--- src/rtl/chime_pkg.sv ---
// Shared types and helpers for the hourly chime: FSM states, BCD hour decode
// and the quiet-window test.
package chime_pkg;

  localparam int STRIKE_W = 5;

  typedef enum logic [1:0] {
    IDLE = 2'd0,
    ON   = 2'd1,
    OFF  = 2'd2
  } chime_state_e;

  typedef struct packed {
    logic                valid;
    logic [STRIKE_W-1:0] bin;
  } hour_bin_t;

  // Valid only for two decimal digits forming 00..23; bin is meaningless otherwise.
  function automatic hour_bin_t bcd2bin(input logic [7:0] bcd);
    hour_bin_t  r;
    logic [7:0] v;
    v       = 8'(bcd[7:4]) * 8'd10 + 8'(bcd[3:0]);
    r.valid = (bcd[7:4] <= 4'd9) && (bcd[3:0] <= 4'd9) && (v <= 8'd23);
    r.bin   = v[STRIKE_W-1:0];
    return r;
  endfunction

  // Window is [q_start, q_end), wrapping past midnight when q_start > q_end.
  function automatic logic in_quiet(input logic [4:0] h,
                                    input logic [4:0] q_start,
                                    input logic [4:0] q_end);
    logic r;
    if (q_start < q_end)      r = (h >= q_start) && (h < q_end);
    else if (q_start > q_end) r = (h >= q_start) || (h < q_end);
    else                      r = 1'b0;
    return r;
  endfunction

endpackage

--- src/rtl/chime_strike_calc.sv ---
// Combinational strike count for a BCD hour in 12- or 24-hour mode;
// an invalid hour yields zero strikes.
module chime_strike_calc
  import chime_pkg::*;
(
  input  logic [7:0]          hour,
  input  logic                mode_12h,
  output logic [STRIKE_W-1:0] strikes,
  output logic                valid
);

  hour_bin_t           hb;
  logic [STRIKE_W-1:0] h12;

  always_comb begin
    hb      = bcd2bin(hour);
    valid   = hb.valid;
    h12     = (hb.bin >= 5'd12) ? hb.bin - 5'd12 : hb.bin;
    strikes = '0;
    if (hb.valid) begin
      if (mode_12h) strikes = (h12 == 5'd0) ? 5'd12 : h12;
      else          strikes = (hb.bin == 5'd0) ? 5'd24 : hb.bin;
    end
  end

endmodule

--- src/rtl/hour_chime.sv ---
// Hourly chime: N strikes on the hour, optional single strike on the half hour,
// quiet window and manual trigger. All outputs are registered.
module hour_chime
  import chime_pkg::*;
#(
  parameter int ON_SECS      = 1,
  parameter int OFF_SECS     = 1,
  parameter bit HALF_HOUR_EN = 1'b1,
  parameter int QUIET_START  = 22,
  parameter int QUIET_END    = 7
) (
  input  logic                clk_1hz,
  input  logic                cr,
  input  logic [7:0]          hour,
  input  logic [7:0]          minute,
  input  logic [7:0]          second,
  input  logic                en,
  input  logic                mode_12h,
  input  logic                quiet_en,
  input  logic                man_trig,
  output logic                chime,
  output logic                busy,
  output logic [STRIKE_W-1:0] strikes_left
);

  localparam logic [3:0] ON_LOAD  = 4'(ON_SECS - 1);
  localparam logic [3:0] OFF_LOAD = 4'(OFF_SECS - 1);

  chime_state_e        state, state_n;
  logic [3:0]          phase, phase_n;
  logic                chime_n, busy_n;
  logic [STRIKE_W-1:0] left_n;

  logic [STRIKE_W-1:0] strikes;
  logic                hour_valid;
  hour_bin_t           hb;
  logic                quiet, hour_trig, half_trig, man_go;

  chime_strike_calc u_calc (
    .hour     (hour),
    .mode_12h (mode_12h),
    .strikes  (strikes),
    .valid    (hour_valid)
  );

  always_comb begin
    hb        = bcd2bin(hour);
    quiet     = quiet_en && hb.valid &&
                in_quiet(hb.bin, 5'(QUIET_START), 5'(QUIET_END));
    man_go    = man_trig && (strikes != '0);
    hour_trig = (minute == 8'h00) && (second == 8'h00) && (strikes != '0) && !quiet;
    half_trig = HALF_HOUR_EN && hour_valid && (minute == 8'h30) &&
                (second == 8'h00) && !quiet;
  end

  always_ff @(posedge clk_1hz) begin
    if (cr) begin
      state        <= IDLE;
      phase        <= '0;
      chime        <= 1'b0;
      busy         <= 1'b0;
      strikes_left <= '0;
    end else begin
      state        <= state_n;
      phase        <= phase_n;
      chime        <= chime_n;
      busy         <= busy_n;
      strikes_left <= left_n;
    end
  end

  // Next-state and next-output logic; chime/busy/strikes_left are computed
  // here so the registered outputs change on the same edge as the state.
  always_comb begin
    state_n = state;
    phase_n = phase;
    chime_n = chime;
    busy_n  = busy;
    left_n  = strikes_left;
    if (!en) begin
      state_n = IDLE;
      phase_n = '0;
      chime_n = 1'b0;
      busy_n  = 1'b0;
      left_n  = '0;
    end else begin
      case (state)
        IDLE: begin
          if (man_go || hour_trig || half_trig) begin
            state_n = ON;
            phase_n = ON_LOAD;
            chime_n = 1'b1;
            busy_n  = 1'b1;
            left_n  = (man_go || hour_trig) ? strikes : 5'd1;
          end
        end
        ON: begin
          if (phase != '0) begin
            phase_n = phase - 4'd1;
          end else if (strikes_left == 5'd1) begin
            state_n = IDLE;
            chime_n = 1'b0;
            busy_n  = 1'b0;
            left_n  = '0;
          end else begin
            state_n = OFF;
            phase_n = OFF_LOAD;
            chime_n = 1'b0;
            left_n  = strikes_left - 5'd1;
          end
        end
        OFF: begin
          if (phase != '0) begin
            phase_n = phase - 4'd1;
          end else begin
            state_n = ON;
            phase_n = ON_LOAD;
            chime_n = 1'b1;
          end
        end
        default: begin
          state_n = IDLE;
          phase_n = '0;
          chime_n = 1'b0;
          busy_n  = 1'b0;
          left_n  = '0;
        end
      endcase
    end
  end

endmodule

--- config.mk ---
export PLATFORM = sky130hd
export DESIGN_NAME = hour_chime
export DESIGN_NICKNAME = d
export VERILOG_FILES = /design/src/rtl/chime_pkg.sv /design/src/rtl/chime_strike_calc.sv /design/src/rtl/hour_chime.sv
export SDC_FILE = /design/constraint.sdc
export NUM_CORES = 1
export LEC_CHECK = 0
export ABC_CLOCK_PERIOD_IN_PS = 5000
export CORE_MARGIN = 4
export CORE_UTILIZATION = 45
export CTS_CLUSTER_SIZE = 16
export DETAILED_ROUTE_END_ITERATION = 10
export HOLD_SLACK_MARGIN = 0.15
export PLACE_DENSITY_LB_ADDON = 0.12
export SETUP_SLACK_MARGIN = 0.15
export SYNTH_ARGS = -nofsm -noshare
export SYNTH_HDL_FRONTEND = slang
export SYNTH_SLANG_ARGS = --single-unit
--- constraint.sdc ---
create_clock -name clk_1hz -period 5 [get_ports clk_1hz]
set_input_delay 1 -clock clk_1hz [delete_from_list [all_inputs] [get_ports clk_1hz]]
set_output_delay 1 -clock clk_1hz [all_outputs]
set_load 0.02 [all_outputs]
Word-level counts from Yosys, hierarchy flattened
Index checks and enable logic that the tools add are counted.

Register bits after elaboration: 13. Bits of input ports: 30. Output and inout bits: 7. Word-level logic and storage cells: 81.

Add/subtract/negate cells: 4. Multipliers: 1. $lt $le $gt $ge: 6. Equality and inequality tests: 9. Mux-type cells: 27. Bitwise gates (word level): 2. Reductions and logical operators: 27.

Operator list (count): two-way mux 5 bit (9); logical NOT 8 bit (2); two-way mux 4 bit (4); one-hot mux 5 bit (3 select lines) (1); one-hot mux 4 bit (3 select lines) (1); logical AND 1 bit (11); logical NOT 5 bit (2); adder 8 x 4 -> 8 bit (1); == test 8 x 6 -> 1 bit, second input constant (1); less-or-equal comparator 4 bit, second input constant (2); less-or-equal comparator 8 x 5 -> 1 bit, second input constant (1); two-way mux 2 bit (4); != test 2 bit, second input constant (4); multiplier 4 x 3 -> 7 bit, second input constant (1); one-hot mux 1 bit (3 select lines) (2); one-hot mux 2 bit (3 select lines) (1); AND reduction 3 bit (2); == test 5 x 1 -> 1 bit, second input constant (1); greater-or-equal comparator 5 x 4 -> 1 bit, second input constant (1); greater-or-equal comparator 5 bit, second input constant (1); < comparator 5 x 3 -> 1 bit, second input constant (1); two-way mux 1 bit (5); nonzero test 5 bit (1); subtractor 5 x 1 -> 5 bit, second input constant (1); 13 further kinds (16).

Logic depth before layout (Yosys ltp)
Gate-level depths: netlist (run 1).

Depth in word-level cells: 15. Gate-level depth with buffers: 14. Gate-level depth less buffers: 13.

Modules after synthesis
Synthesis (run 1) repeated with hierarchy kept, for this count alone.

Cell total of the unflattened synthesis: 223. Area, all modules: 1808.0 µm².

Modules (own cells, without submodules): hour_chime (times used 1, cells each 143, area an instance 1191.1 µm², seq. area each 260.2 µm²); chime_strike_calc (times used 1, cells each 80, area an instance 616.8 µm², seq. area each 0.0 µm²).

Least setup slack after synthesis (run 1)
No wires, ideal clock.

Path kind: input -> register. Start point: input port hour[1]. End point: register busy. Setup time: 135 ps. Arrival: 3656 ps. Data required time: 4865 ps. Path slack: 1209 ps. Stages on the path: 14. Buffers on the path: 1. Cells stage by stage: ha_1 fa_1 xor2_2 inv_2 ha_1 nand2b_1 a21boi_0 o2111ai_1 nand2_1 o31ai_2 o21ai_2 buf_2 o311ai_0 o41ai_1.

Cells in the longest elaborated chain, start to end: 14.

RTL lines: start, declared (RTL line hour_chime.sv:14) `input logic [7:0] hour,`; adder 8 x 4 -> 8 bit (RTL line chime_pkg.sv:22) `v = 8'(bcd[7:4]) * 8'd10 + 8'(bcd[3:0]);`; subtractor 5 x 4 -> 5 bit / greater-or-equal comparator 5 x 4 -> 1 bit (equally long branches) (RTL line chime_strike_calc.sv:18) `h12 = (hb.bin >= 5'd12) ? hb.bin - 5'd12 : hb.bin;`; two-way mux 5 bit (RTL line chime_strike_calc.sv:18); logical NOT 5 bit (RTL line chime_strike_calc.sv:21) `if (mode_12h) strikes = (h12 == 5'd0) ? 5'd12 : h12;`; two-way mux 5 bit (2 in series) (RTL line chime_strike_calc.sv:21); two-way mux 5 bit (RTL line chime_strike_calc.sv:20) `if (hb.valid) begin`; nonzero test 5 bit (RTL line hour_chime.sv:50, hour_chime.sv:51); logical AND 1 bit (2 in series) (RTL line hour_chime.sv:51) `hour_trig = (minute == 8'h00) && (second == 8'h00) && (strikes != '0) && !quiet;`; logical OR 1 bit (RTL line hour_chime.sv:89) `if (man_go || hour_trig || half_trig) begin`; logical OR 1 bit (*) (RTL line hour_chime.sv:89); != test 2 bit (no line) (*); AND reduction 4 bit (no line) (*); end signal, assigned (RTL line hour_chime.sv:67) `busy <= busy_n;`; end, declared (RTL line hour_chime.sv:22) `output logic busy,`.

Every way passes the cells marked *; elsewhere a longest branch is shown, timed or not. A chain may end at the register's enable or synchronous reset.

Final worst setup path (run 1)
Start point: input port hour[6]. End point: register strikes_left[2].

Cells in the longest elaborated chain, start to end: 15.

RTL lines: multiplier 4 x 3 -> 7 bit (RTL line chime_pkg.sv:22); adder 8 x 4 -> 8 bit (RTL line chime_pkg.sv:22); subtractor 5 x 4 -> 5 bit / greater-or-equal comparator 5 x 4 -> 1 bit (equally long branches) (RTL line chime_strike_calc.sv:18); two-way mux 5 bit (RTL line chime_strike_calc.sv:18); logical NOT 5 bit (RTL line chime_strike_calc.sv:21); two-way mux 5 bit (2 in series) (RTL line chime_strike_calc.sv:21); two-way mux 5 bit (RTL line chime_strike_calc.sv:20); nonzero test 5 bit (RTL line hour_chime.sv:50, hour_chime.sv:51); logical AND 1 bit (2 in series) (RTL line hour_chime.sv:51); logical OR 1 bit (RTL line hour_chime.sv:89, hour_chime.sv:94); two-way mux 5 bit / logical OR 1 bit (equally long branches) (RTL line hour_chime.sv:94, hour_chime.sv:89); two-way mux 5 bit / != test 2 bit (equally long branches); one-hot mux 5 bit (3 select lines) / AND reduction 3 bit (equally long branches); end signal, assigned (RTL line hour_chime.sv:68) `strikes_left <= left_n;`; end, declared (RTL line hour_chime.sv:23) `output logic [STRIKE_W-1:0] strikes_left`.

Several ways; a longest one is shown, not always the timed one. The select of a mux whose other input is x is not followed.

==> metrics.csv, run 1 <==
stage,metric,value,unit
status,status,"complete, no violations",
routing,DRC,0,
synth,ys async rst share,0,
timing,Slew headroom,0.590,
cts,CTS buffer count,3,
pwr,maximum VDD drop,77.8,µV
timing,worst clock skew,1.67,ps
floorplan,Initial Utilization,0.467,
synth,ys flop type,dfxtp_1,
synth,warnings from Yosys,0,
global_routing,first-pass GRT wire length,6880,µm
synth,"Seq/Total Area, Yosys",0.166,
floorplan,die width,67.1,µm
cts,Clock transition at path regs,80,ps
cts,total clock sinks,13,
layout,"commonest non-fill, non-tap cells in the layout","clkdlybuf4s50_1, ha_1, nand2_1",
cts,CTS tree,yes,
setup_path,"Worst Path Class, Setup",primary input to register,
setup_path,Crit Path Max Fanout,14,
floorplan,core area,3360,µm²
timing,# setup viols final,0,
setup_path,Worst Path Required,5180,ps
floorplan,I/O pin count,37,
pwr,PwrDens,179,nW/µm²
timing,setup TNS,0,ps
timing,Final period util,0.880,
setup_path,crit start category,primary input,
global_routing,antenna violations before repair,0,
min_path,HP Class,register to register,
setup_path,Worst Setup End Kind,register,
routing,number of vias per cell,6.00,
synth,Synth area leaders,"dfxtp_1, ha_1, o21ai_0, a21oi_1, nand2_1",
cts,CTS hold repair buffers,0,
routing,post-route ant nets,0,
routing,DR vias,1679,
cts,Root Buffer,clkbuf_4,
timing,Max Clk Rate,227,MHz
synth,Mapped Cells,200,
timing,Pins Over Slew Limit,0,
synth,"Avg Cell Area, Syn",7.85,µm²
routing,WL/cell,14.7,µm
global_routing,largest net degree at the start of global routing,15,
layout,share of cells above drive strength 1,0.0684,
cts,# resized after CTS,0,
layout,utilization after layout,0.592,
synth,Synth top area share,0.166,
global_routing,vias in the first global route,1668,
cts,maximum clock path buffer count,2,
pwr,Leakage,0.000756,µW
layout,fin nets,285,
setup_path,R2R Setup Slk,2960,ps
layout,"commonest non-fill, non-tap cell in the layout",clkdlybuf4s50_1,
routing,drt total wl,4130,µm
synth,Synth cell types,56,
flow_run,Max-Cap Viols,0,
timing,Slew @ Worst Pin,610,ps
timing,RSZ-0062 raised after global routing,false,
placement,Final HPWL DP,3390,µm
floorplan,Die ar.,4500,µm²
global_routing,GRT Total Usage,0.191,
synth,synthesized area,1570,µm²
timing,final hold vios,0,
cts,number of setup buffers added after CTS,0,
placement,# port buffers,36,
layout,ant diodes,0,
layout,Area Growth Syn to Fin,26.7,%
placement,GP Congestion,0.839,
cts,htree depth,1,
floorplan,Die Ht,67.1,µm
synth,post-synth top area cell,dfxtp_1,
routing,drt initial violations,94,
setup_path,Critical Path AT,4580,ps
synth,Yosys reg bits,13,
floorplan,FP Rows,21,
routing,DR pass1 iterations,4,
global_routing,total grt overflow,0,
timing,min cycle time layout,4400,ps
synth,"EDFF count, synth",0,
pwr,Pwr Total,355,µW
synth,Synth Net Count,250,
cts,worst skew pair latency,270,ps
where the power goes:
| part | internal, µW | leakage (µW) | total (µW) | switching (µW) |
|---|---|---|---|---|
| registers | 104 | 0.000105 | 105 | 0.656 |
| logic | 79.7 | 0.000636 | 185 | 105 |
| clock network | 30.9 | 0.0000150 | 65.6 | 34.7 |
| total | 215 | 0.000756 | 355 | 141 |
layout make-up:
type                            instances  area, µm²
Clock buffer                            4       26.3
Inverter                               15       56.3
Multi-Input combinational cell        166       1230
Tap cell                               46       57.6
Sequential cell                        13        260
Timing Repair Buffer                   36        360
Fill cell                             359       1370
flip-flops by register name, summed over array words and instances, names as in the netlist:
signal and flops:
state 2, busy 1, strikes_left 5, phase 4, chime 1
critical path: stages:
cell and delay (ps):
clkdlybuf4s50_1 530, ha_1 270, ha_1 360, xor2_2 330, inv_2 170, ha_1 260, nand2b_1 70, a21boi_0 80
o2111ai_1 240, nand2_1 100, o31ai_2 300, o21ai_2 200, or2_0 370, o32ai_1 300
cells in the mapped netlist (2+ instances only):
master     instances
buf_2              2
o211ai_1           2
mux2i_1            3
fa_1               2
nand2b_1           6
nor2_1            11
nor3_1             8
clkbuf_1           4
o21ai_2            2
xnor2_1            2
o22ai_1            2
ha_1              18
a21o_1             4
a21boi_0           2
or3_1              3
o32ai_1            2
a31oi_4            2
inv_1             14
o21a_1             2
nor2b_1            6
dfxtp_1           13
a21oi_1           12
a211oi_1           4
and3_1             4
o2111ai_1          2
or4b_1             3
o21ai_0           13
nor4_1             4
a31oi_1            4
nand3_1            3
nand2_1           16
through the flow:
step	std cells	cell area [µm²]	setup slack, ps	hold slack, ps
floorplan	200	1570	1210	462
global placement	276	1960	474	453
detailed placement	276	1960	363	462
CTS	280	1990	657	473
global route	280	1990	313	493
finish	280	1990	602	463
path summary, 6_finish.rpt:
check                              from                      endpoint  depth (start not counted)
setup reg to reg  phase[0]$_SDFFE_PP0P_  strikes_left[2]$_SDFFE_PP0P_                          6
hold reg to reg      chime$_SDFFE_PP0P_            chime$_SDFFE_PP0P_                          2
setup / recovery                hour[6]  strikes_left[2]$_SDFFE_PP0P_                         14
hold / removal       chime$_SDFFE_PP0P_            chime$_SDFFE_PP0P_                          2
metal layers:
metal / part of all wire / GRT usage
met3: 0.061 / 0.0506
met5: 0 / 0
met1: 0.47 / 0.241
met2: 0.47 / 0.320
met4: 0 / 0.0456
cells by family after synthesis:
family,Yosys count,share of synthesized area
XOR/XNOR,3,0.0215
multiplexers,3,0.0191
AND/OR/NAND/NOR,71,0.243
adder cells (fa/ha/maj),20,0.169
buffers and inverters,21,0.0518
flip-flops,13,0.166
AO/OA/AOI/OAI,69,0.330
Power figures use the tool's default switching activity.
==> run 2, diff against run 1 <==
--- a/config.mk
+++ b/config.mk
@@ -6,12 +6,12 @@
 export NUM_CORES = 1
 export LEC_CHECK = 0
 export ABC_CLOCK_PERIOD_IN_PS = 5000
-export CORE_MARGIN = 4
+export CORE_MARGIN = 2
 export CORE_UTILIZATION = 45
 export CTS_CLUSTER_SIZE = 16
 export DETAILED_ROUTE_END_ITERATION = 10
 export HOLD_SLACK_MARGIN = 0.15
-export PLACE_DENSITY_LB_ADDON = 0.12
+export PLACE_DENSITY = 0.73
 export SETUP_SLACK_MARGIN = 0.15
 export SYNTH_ARGS = -nofsm -noshare
 export SYNTH_HDL_FRONTEND = slang
==> run 2 against run 1 <==
- power shrank 1.4%
- sequential cell count unchanged
- clock power decreased by 1%
- maximum frequency is 0.72% lower
- wire length down 8.8%
- die area shrank 12%
- clock-buffer cell count did not move
- register-to-register slack is essentially flat
- sequential power about the same
==> metrics.csv, run 2 (synthesis results as in run 1) <==
stage,metric,value,unit,change
placement,dpl cells,276,,unchanged
layout,Top reg by flops,strikes_left,,
placement,# port buffers,36,,unchanged
pwr,sequential power share,0.300,,+0.005
routing,DR pass1 iterations,4,,unchanged
routing,DRC,0,,unchanged
floorplan,Die ar.,3980,µm²,-12%
min_path,HP Class,register to register,,
cts,# resized after CTS,0,,unchanged
floorplan,core area,3340,µm²,-0.78%
cts,CTS buffer count,3,,unchanged
setup_path,Crit Path Max Fanout,14,,unchanged
cts,maximum clock path buffer count,2,,unchanged
global_routing,GRT Total Usage,0.202,,+0.0103
setup_path,Critical Path AT,4600,ps,+20 ps
global_routing,antenna violations before repair,0,,unchanged
layout,utilization after layout,0.596,,+0.00466
pwr,internal power,215,µW,about the same
routing,drt total wl,3760,µm,-8.8%
pwr,Combinational Power Share,0.516,,-0.004
cts,Root Buffer,clkbuf_4,,
pwr,Leakage,0.000756,µW,unchanged
floorplan,Die Ht,63.1,µm,-6.0%
routing,DR vias,1588,,-5.4%
pwr,net switching power,136,µW,-3.5%
layout,"commonest non-fill, non-tap cell in the layout",clkdlybuf4s50_1,,
timing,Pins Over Slew Limit,0,,unchanged
floorplan,FP Rows,21,,unchanged
placement,GP Congestion,0.912,,+8.8%
layout,max reg flops,5,,unchanged
layout,Layout Cells excl Fill,280,,unchanged
pwr,part of the power in the clock network,0.185,,about the same
layout,fin nets,285,,unchanged
timing,worst clock skew,2.35,ps,+0.683 ps
cts,total clock sinks,13,,unchanged
routing,number of vias per cell,5.67,,-5.4%
floorplan,I/O pin count,37,,unchanged
cts,worst skew pair latency,280,ps,about the same
timing,Final period util,0.886,,+0.00634
routing,post-route ant nets,0,,unchanged
pwr,PwrDens,176,nW/µm²,-1.4%
global_routing,total grt overflow,0,,unchanged
placement,Final HPWL DP,3010,µm,-11%
timing,RSZ-0062 raised after global routing,false,,
timing,min cycle time layout,4430,ps,+31.7 ps
layout,"commonest non-fill, non-tap cells in the layout","clkdlybuf4s50_1, ha_1, nand2_1",,
timing,setup TNS,0,ps,unchanged
cts,CTS tree,yes,,
pwr,Sw Share,0.387,,-0.00850
layout,ant diodes,0,,unchanged
cts,Clock transition at path regs,70,ps,about the same
timing,Slew @ Worst Pin,540,ps,-70.2 ps
status,status,"complete, no violations",,
floorplan,Initial Utilization,0.471,,+0.00368
flow_run,Max-Cap Viols,0,,unchanged
global_routing,largest net degree at the start of global routing,15,,unchanged
setup_path,R2R Setup Slk,2950,ps,about the same
layout,filler cell count,311,,-13%
cts,htree depth,1,,unchanged
layout,share of cells above drive strength 1,0.0684,,unchanged
pwr,maximum VDD drop,104,µV,+34%
layout,Area Growth Syn to Fin,26.7,%,unchanged
cts,number of setup buffers added after CTS,0,,unchanged
global_routing,first-pass GRT wire length,6760,µm,-1.7%
timing,# setup viols final,0,,unchanged
routing,WL/cell,13.4,µm,-8.8%
setup_path,crit start category,primary input,,
timing,Max Clk Rate,226,MHz,-0.72%
setup_path,"Worst Path Class, Setup",primary input to register,,
global_routing,vias in the first global route,1577,,-5.5%
pwr,Pwr Total,351,µW,-1.4%
layout,Top Registers,"strikes_left (5), phase (4), state (2)",,
setup_path,Worst Path Required,5170,ps,about the same
routing,drt initial violations,90,,-4.3%
setup_path,Worst Setup End Kind,register,,
timing,Slew headroom,0.630,,+0.0410
floorplan,die width,63.1,µm,-6.0%
cts,CTS hold repair buffers,0,,unchanged
timing,final hold vios,0,,unchanged
==> run 2: routing by layer <==
layer | up-vias | part of all wire | track usage
met4 | 0 | 0.0045 | 0.0417
met2 | 46 | 0.46 | 0.330
li1 | 825 | - | -
met5 | - | 0 | 0
met1 | 715 | 0.48 | 0.271
met3 | 2 | 0.049 | 0.0446
==> run 2: power groups by stage <==
stage          registers (µW)  logic [µW]  clock network [µW]
2_1_floorplan             108         125                   0
3_3_place_gp              107         178                   0
3_5_place_dp              107         179                   0
4_1_cts                   105         180                67.0
5_1_grt                   105         203                71.2
6_report                  105         181                64.8
==> run 2: per-stage QoR <==
| stage | hold WS (ps) | setup WS (ps) | instance area, µm² |
|---|---|---|---|
| finish | 482 | 571 | 1990 |
| global route | 489 | 202 | 1990 |
| CTS | 484 | 581 | 1990 |
| detailed placement | 466 | 298 | 1960 |
| global placement | 450 | 345 | 1960 |
| floorplan | 462 | 1210 | 1570 |
==> run 2: critical path, stage by stage <==
cell and delay, ps:
clkdlybuf4s50_1 520, ha_1 270, ha_1 360, xor2_2 320, inv_2 170, ha_1 250
nand2b_1 70, a21boi_0 80, o2111ai_1 250, nand2_1 110, o31ai_2 320, o21ai_2 200
or2_0 380, o41ai_1 290
==> run 2: layout make-up <==
cell class,count,area [µm²],area share
Inverter,15,56.3,0.0283
Timing Repair Buffer,36,360,0.181
Sequential cell,13,260,0.131
Multi-Input combinational cell,166,1230,0.618
Tap cell,46,57.6,0.0289
Clock buffer,4,26.3,0.0132
==> run 2: final timing paths <==
| check | from | end | depth (start not counted) |
|---|---|---|---|
| max | hour[6] | busy$_SDFFE_PP0P_ | 14 |
| min | chime$_SDFFE_PP0P_ | chime$_SDFFE_PP0P_ | 2 |
| max reg2reg | phase[0]$_SDFFE_PP0P_ | busy$_SDFFE_PP0P_ | 6 |
| min reg2reg | chime$_SDFFE_PP0P_ | chime$_SDFFE_PP0P_ | 2 |
==> run 3, diff against run 2 <==
--- a/config.mk
+++ b/config.mk
@@ -8,7 +8,7 @@
 export ABC_CLOCK_PERIOD_IN_PS = 5000
 export CORE_MARGIN = 2
 export CORE_UTILIZATION = 45
-export CTS_CLUSTER_SIZE = 16
+export CTS_CLUSTER_SIZE = 12
 export DETAILED_ROUTE_END_ITERATION = 10
 export HOLD_SLACK_MARGIN = 0.15
 export PLACE_DENSITY = 0.73
==> results of run 3 <==
Same layout as run 2: the final DEF is identical, and so are final timing and power.
